[src/rtl/nr_divider_if.sv]
// Start/busy/done handshake and operand/result bus for nr_divider.
// dz exists only when DIV_ZERO_FLAG_EN is defined.
interface nr_divider_if #(parameter int WIDTH = 4);
   logic             start;
   logic [WIDTH-1:0] dividend;
   logic [WIDTH-1:0] divisor;
   logic             busy;
   logic             done;
   logic [WIDTH-1:0] quotient;
   logic [WIDTH-1:0] remainder;
`ifdef DIV_ZERO_FLAG_EN
   logic             dz;
`endif

   modport master (
      output start, dividend, divisor,
`ifdef DIV_ZERO_FLAG_EN
      input  dz,
`endif
      input  busy, done, quotient, remainder
   );

   modport slave (
      input  start, dividend, divisor,
`ifdef DIV_ZERO_FLAG_EN
      output dz,
`endif
      output busy, done, quotient, remainder
   );
endinterface

[src/rtl/nr_divider.sv]
// Sequential unsigned non-restoring divider, one quotient bit per clock.
// Optional DIV_ZERO_FLAG_EN: divide-by-zero early exit and dz flag.
module nr_divider #(
   parameter int WIDTH = 4
) (
   input logic        clk,
   input logic        rst,
   nr_divider_if.slave bus
);
   localparam int CW = (WIDTH > 2) ? $clog2(WIDTH) : 1;

   typedef enum logic [1:0] {IDLE, ITER, FIX} state_t;

   state_t           state, state_nxt;
   logic [WIDTH:0]   a, a_nxt, m, m_nxt;
   logic [WIDTH-1:0] q, q_nxt;
   logic [CW-1:0]    cnt, cnt_nxt;
   logic [WIDTH:0]   add_a, sum;
   logic             mode;
   logic             fin;

   // Single shared adder/subtractor: mode=1 computes add_a - m.
   assign sum = add_a + (mode ? ~m : m) + {{WIDTH{1'b0}}, mode};

   always_comb begin
      state_nxt = state;
      a_nxt     = a;
      q_nxt     = q;
      m_nxt     = m;
      cnt_nxt   = cnt;
      add_a     = a;
      mode      = 1'b0;
      fin       = 1'b0;
      case (state)
         IDLE: begin
            if (bus.start) begin
               a_nxt     = '0;
               q_nxt     = bus.dividend;
               m_nxt     = {1'b0, bus.divisor};
               cnt_nxt   = '0;
               state_nxt = ITER;
`ifdef DIV_ZERO_FLAG_EN
               // Preload the zero-divisor answer so FIX just publishes it.
               if (bus.divisor == '0) begin
                  q_nxt     = '1;
                  a_nxt     = {1'b0, bus.dividend};
                  state_nxt = FIX;
               end
`endif
            end
         end
         ITER: begin
            add_a = {a[WIDTH-1:0], q[WIDTH-1]};
            mode  = ~a[WIDTH];
            a_nxt = sum;
            q_nxt = {q[WIDTH-2:0], ~sum[WIDTH]};
            if (cnt == CW'(WIDTH - 1)) state_nxt = FIX;
            else                       cnt_nxt   = cnt + 1'b1;
         end
         FIX: begin
            if (a[WIDTH]) a_nxt = sum;
            fin       = 1'b1;
            state_nxt = IDLE;
         end
         default: state_nxt = IDLE;
      endcase
   end

   always_ff @(posedge clk) begin
      if (rst) begin
         state         <= IDLE;
         a             <= '0;
         q             <= '0;
         m             <= '0;
         cnt           <= '0;
         bus.done      <= 1'b0;
         bus.quotient  <= '0;
         bus.remainder <= '0;
`ifdef DIV_ZERO_FLAG_EN
         bus.dz        <= 1'b0;
`endif
      end else begin
         state    <= state_nxt;
         a        <= a_nxt;
         q        <= q_nxt;
         m        <= m_nxt;
         cnt      <= cnt_nxt;
         bus.done <= fin;
         if (fin) begin
            bus.quotient  <= q;
            bus.remainder <= a_nxt[WIDTH-1:0];
`ifdef DIV_ZERO_FLAG_EN
            bus.dz        <= (m == '0);
`endif
         end
      end
   end

   assign bus.busy = (state != IDLE);
endmodule

[src/flat_wrapper.sv]
// flat-port wrapper written by rule: the top's interface ports become plain ports
module nr_divider_flat 
#(
   parameter int WIDTH = 4
)
  (clk, rst, bus_start, bus_dividend, bus_divisor, bus_busy, bus_done, bus_quotient, bus_remainder);
  nr_divider_if #(.WIDTH(WIDTH)) bus_i ();
  input logic clk;
  input logic rst;
  input wire logic [$bits(bus_i.start)-1:0] bus_start;
  input wire logic [$bits(bus_i.dividend)-1:0] bus_dividend;
  input wire logic [$bits(bus_i.divisor)-1:0] bus_divisor;
  output wire logic [$bits(bus_i.busy)-1:0] bus_busy;
  output wire logic [$bits(bus_i.done)-1:0] bus_done;
  output wire logic [$bits(bus_i.quotient)-1:0] bus_quotient;
  output wire logic [$bits(bus_i.remainder)-1:0] bus_remainder;
  assign bus_i.start = bus_start;
  assign bus_i.dividend = bus_dividend;
  assign bus_i.divisor = bus_divisor;
  assign bus_busy = bus_i.busy;
  assign bus_done = bus_i.done;
  assign bus_quotient = bus_i.quotient;
  assign bus_remainder = bus_i.remainder;
  nr_divider #(.WIDTH(WIDTH)) u_core (.clk(clk), .rst(rst), .bus(bus_i));
endmodule
[config.mk]
export PLATFORM = sky130hd
export DESIGN_NAME = nr_divider_flat
export DESIGN_NICKNAME = d
export VERILOG_FILES = /design/src/rtl/nr_divider_if.sv /design/src/rtl/nr_divider.sv /design/src/flat_wrapper.sv
export SDC_FILE = /design/constraint.sdc
export NUM_CORES = 1
export LEC_CHECK = 0
export ABC_CLOCK_PERIOD_IN_PS = 2700
export CAP_MARGIN = 10
export CORE_ASPECT_RATIO = 0.5
export CORE_MARGIN = 10
export CORE_UTILIZATION = 48
export CTS_CLUSTER_DIAMETER = 80
export DETAILED_ROUTE_END_ITERATION = 16
export PLACE_DENSITY = 0.76
export SYNTH_ARGS = -nofsm -noshare
export SYNTH_HDL_FRONTEND = slang
export SYNTH_SLANG_ARGS = --single-unit
[constraint.sdc]
create_clock -name clk -period 2.7 [get_ports clk]
set_input_delay 0.54 -clock clk [delete_from_list [all_inputs] [get_ports clk]]
set_output_delay 0.54 -clock clk [all_outputs]
set_load 0.1 [all_outputs]
==> qor.txt <==
RUN STATUS
--------------------------------------------------------------------------------------------------
Status                                                                                finished clean

TIMING
--------------------------------------------------------------------------------------------------
Final slew viol count                                                                            0
Fmax                                                                                       390 MHz
Measured slew at the worst slew-check pin                                                 0.583 ns
Minimum period implied by the final worst setup slack                                      2.57 ns
Setup TNS                                                                                     0 ns
Final count of negative-setup-slack endpoints                                                    0
Number of hold violations in the final report                                                    0
Setup repair after global routing missed its margin                                          false
Smallest setup slack after layout                                                         0.133 ns
Clock tree skew after final layout                                                      0.00473 ns
Final clock period utilization by the worst path                                             0.951
Worst max-slew margin expressed relative to the limit                                        0.610

SYNTH
--------------------------------------------------------------------------------------------------
Share of synthesized flip-flops with an asynchronous set or reset                                0
Cell count after synthesis                                                                     171
Primary FF master, synth                                                              sky130_fd_sc_hd__dfxtp_1
Synthesized flop and latch total                                                                26
Yosys cell types                                                                                44
Part of the Yosys area used for sequential elements                                          0.367
Number of flops mapped to enable cells by yosys                                                  0
Summed instance area of the synthesized netlist                                       0.00142 sq mm
Synthesized area per cell                                                               8.30 sq um
Warning count from the yosys run                                                                 0
Mapped Nets                                                                                    187

FLOORPLANNING
--------------------------------------------------------------------------------------------------
Placeable Area                                                                        0.00270 sq mm
Die span in x                                                                         96.9 microns
Area of the die                                                                       0.00567 sq mm
Count of pins on the block boundary                                                             21
Number of rows in the core area                                                                 13
Height of the die                                                                     58.5 microns
Initial cell density of the core                                                             0.526

PLACED DESIGN
--------------------------------------------------------------------------------------------------
Post-DP HPWL                                                                          2540 microns
Worst slack at placement                                                                  0.116 ns
Port Buffers                                                                                    20
Routability-driven placement congestion ratio                                                0.886

LAYOUT
--------------------------------------------------------------------------------------------------
Number of nets in the layout                                                                   209
Filler cell count                                                                              256
Diode count                                                                                      0
Fraction of final layout cells with drive strength greater than 1                            0.172
Signed area change from the synthesized netlist to the final layout                          21.8%

WORST SETUP PATH
--------------------------------------------------------------------------------------------------
Critical path buffers and inverters                                                              0
Arrival time worst endpoint                                                                2.77 ns
Master of the slowest instance on the critical path                                   sky130_fd_sc_hd__dfxtp_1
Reg2Reg Launch Point                                                                  u_core.state[0]
Element type at the critical path start                                                   register
Delay of the slowest critical-path stage                                                   0.53 ns
Worst setup path startpoint                                                           u_core.state[0]
Critical Path Fanout Max                                                                         9
Largest delay share family, worst path                                                simple AND/OR/NAND/NOR gates
Critical path capture point type                                                          register
CP Class                                                                              register to register
Required time of the critical path                                                         2.91 ns
List of cells traversed by the critical path                                          nand2b_4 -> nor2_1 -> xor2_1 -> ha_1 -> a21oi_1 -> nand2_1 -> nor4b_1 -> nor4b_2 -> a211oi_2

GRT
--------------------------------------------------------------------------------------------------
Pin count of the biggest net entering global routing                                            17
Gr usage total                                                                               0.108
Antenna violations before repair                                                                 0
First-pass GRT wire length                                                            5170 microns
Grt total ovfl                                                                                   0
Vias in the first global route                                                                1138

ROUTING
--------------------------------------------------------------------------------------------------
Remaining DRCs                                                                                   0
Average via count per standard cell                                                           5.51
Number of nets with antenna violations after routing                                             0
First-iteration detailed-routing DRC count                                                      72
Total via count after detailed routing                                                        1261
First-pass detailed-route iteration total                                                        4
Average wire length per cell after detail routing                                     14.2 microns
Final WL                                                                              3260 microns

CTS
--------------------------------------------------------------------------------------------------
Num Clock Sinks                                                                                 26
Clock transition time at the flip-flop clock pins of the worst setup and hold paths        0.09 ns
Clock buffers created by TritonCTS                                                               3
CTS tree                                                                                     built
Number of H-tree branching levels                                                                1
# resized after CTS                                                                              0
Hold buffer count at CTS                                                                         0
Cell at the root of the clock tree                                                    sky130_fd_sc_hd__clkbuf_8
Later-pin clock latency in the skew report                                                 0.28 ns
Number of buffers added for setup after CTS                                                      0
Max Buffers Root-to-Sink                                                                         2

POWER
--------------------------------------------------------------------------------------------------
Total power per unit cell area                                                         562 mW/mm^2
Leakage Power                                                                             0.715 nW
Peak VDD IR                                                                             0.000252 V

MIN PATH
--------------------------------------------------------------------------------------------------
Class of the tightest hold or removal check                                           register to register
Worst hold start                                                                      u_core.bus.remainder[2]

JOB
--------------------------------------------------------------------------------------------------
Number of max-cap violations                                                                     0

==> worst reg2reg max path, cell delays in order, from the launching register on <==
cell,delay [ns]
sky130_fd_sc_hd__dfxtp_1,0.53
sky130_fd_sc_hd__nand2b_4,0.14
sky130_fd_sc_hd__nor2_1,0.26
sky130_fd_sc_hd__xor2_1,0.20
sky130_fd_sc_hd__ha_1,0.30
sky130_fd_sc_hd__a21oi_1,0.26
sky130_fd_sc_hd__nand2_1,0.09
sky130_fd_sc_hd__nor4b_1,0.37
sky130_fd_sc_hd__nor4b_2,0.13
sky130_fd_sc_hd__a211oi_2,0.21
==> routing by layer <==
layer  up-vias  share of wire  global-route usage
li1        642              -                   -
met1       579           0.49               0.137
met2        36           0.44               0.172
met3         4          0.060              0.0338
met4         0          0.011              0.0355
met5         -              0                   0
==> cell usage after synthesis (3+ instances only) <==
cell type | instances | share of area
sky130_fd_sc_hd__or2_2 | 3 | 0.013
sky130_fd_sc_hd__ha_1 | 4 | 0.035
sky130_fd_sc_hd__xor2_1 | 3 | 0.019
sky130_fd_sc_hd__a21oi_1 | 9 | 0.032
sky130_fd_sc_hd__nor3_1 | 3 | 0.011
sky130_fd_sc_hd__a21o_1 | 3 | 0.016
sky130_fd_sc_hd__nand3_1 | 3 | 0.011
sky130_fd_sc_hd__a311oi_1 | 4 | 0.025
sky130_fd_sc_hd__mux2i_1 | 5 | 0.035
sky130_fd_sc_hd__inv_1 | 3 | 0.0079
sky130_fd_sc_hd__dfxtp_1 | 26 | 0.37
sky130_fd_sc_hd__nand2_1 | 33 | 0.087
sky130_fd_sc_hd__a211oi_1 | 5 | 0.026
sky130_fd_sc_hd__xnor2_1 | 3 | 0.019
sky130_fd_sc_hd__clkbuf_1 | 7 | 0.019
sky130_fd_sc_hd__nor2_1 | 23 | 0.061
==> cell type report <==
class,count,area [sq um],area share
multi-input combinational,131,845,0.488
clock inverter,1,30.0,0.0174
sequential,26,520,0.301
timing repair buffer,28,235,0.136
clock buffer,3,41.3,0.0239
inverter,3,11.3,0.00651
tap,37,46.3,0.0268
==> per-stage QoR <==
stage / cell area [sq um] / util / instances / hold slack (ns) / total power, W
global route: 1730 / 0.640 / 229 / 0.484 / 0.00102
global placement: 1650 / 0.613 / 225 / 0.444 / 0.000643
finish: 1730 / 0.640 / 229 / 0.457 / 0.000972
CTS: 1730 / 0.639 / 229 / 0.459 / 0.000975
floorplan: 1420 / - / 171 / 0.446 / 0.000592
detailed placement: 1650 / 0.613 / 225 / 0.446 / 0.000650
==> cells in the final DEF, fill, tap and decap left out, types with 3 or more instances in the layout <==
cell	synthesis	layout
sky130_fd_sc_hd__a21oi_1	9	8
sky130_fd_sc_hd__a311oi_1	4	4
sky130_fd_sc_hd__nand2_1	33	33
sky130_fd_sc_hd__inv_1	3	3
sky130_fd_sc_hd__clkbuf_8	0	3
sky130_fd_sc_hd__xor2_1	3	3
sky130_fd_sc_hd__clkdlybuf4s50_1	0	10
sky130_fd_sc_hd__xnor2_1	3	3
sky130_fd_sc_hd__buf_4	1	18
sky130_fd_sc_hd__dfxtp_1	26	26
sky130_fd_sc_hd__mux2i_1	5	5
sky130_fd_sc_hd__nand3_1	3	3
sky130_fd_sc_hd__ha_1	4	4
sky130_fd_sc_hd__or2_2	3	3
sky130_fd_sc_hd__a21o_1	3	3
sky130_fd_sc_hd__a211oi_1	5	5
sky130_fd_sc_hd__nor2_1	23	23
sky130_fd_sc_hd__nor3_1	3	3
==> report_power, final <==
group | switching, W | internal (W)
logic | 0.000124 | 0.0000943
clock network | 0.000127 | 0.000199
registers | 0.0000250 | 0.000403
==> cells by family (layout without fill, tap and decap cells) <==
logic type,Yosys count,after routing,share of synthesized area
AO/OA/AOI/OAI,34,34,0.193
XOR/XNOR,6,6,0.0370
adder cells (fa/ha/maj),5,5,0.0493
buffers and inverters,14,35,0.0414
flip-flops,26,26,0.367
multiplexers,5,5,0.0352
AND/OR/NAND/NOR,81,81,0.278
==> flip-flops by register name (all words and copies together), names as in the netlist <==
register	flops
u_core.a	5
u_core.bus.done	1
u_core.bus.quotient	4
u_core.bus.remainder	4
u_core.cnt	2
u_core.m	4
u_core.q	4
u_core.state	2
==> final timing paths <==
| path | slack, ns | endpoint | depth (start not counted) |
|---|---|---|---|
| max reg2reg | 0.13 | u_core.bus.remainder[3] | 9 |
| min reg2reg | 0.46 | u_core.bus.remainder[2] | 2 |
| min | 0.46 | u_core.bus.remainder[2] | 2 |
| max | 0.13 | u_core.bus.remainder[3] | 9 |
Note: power is estimated with default switching activity, not from simulation.
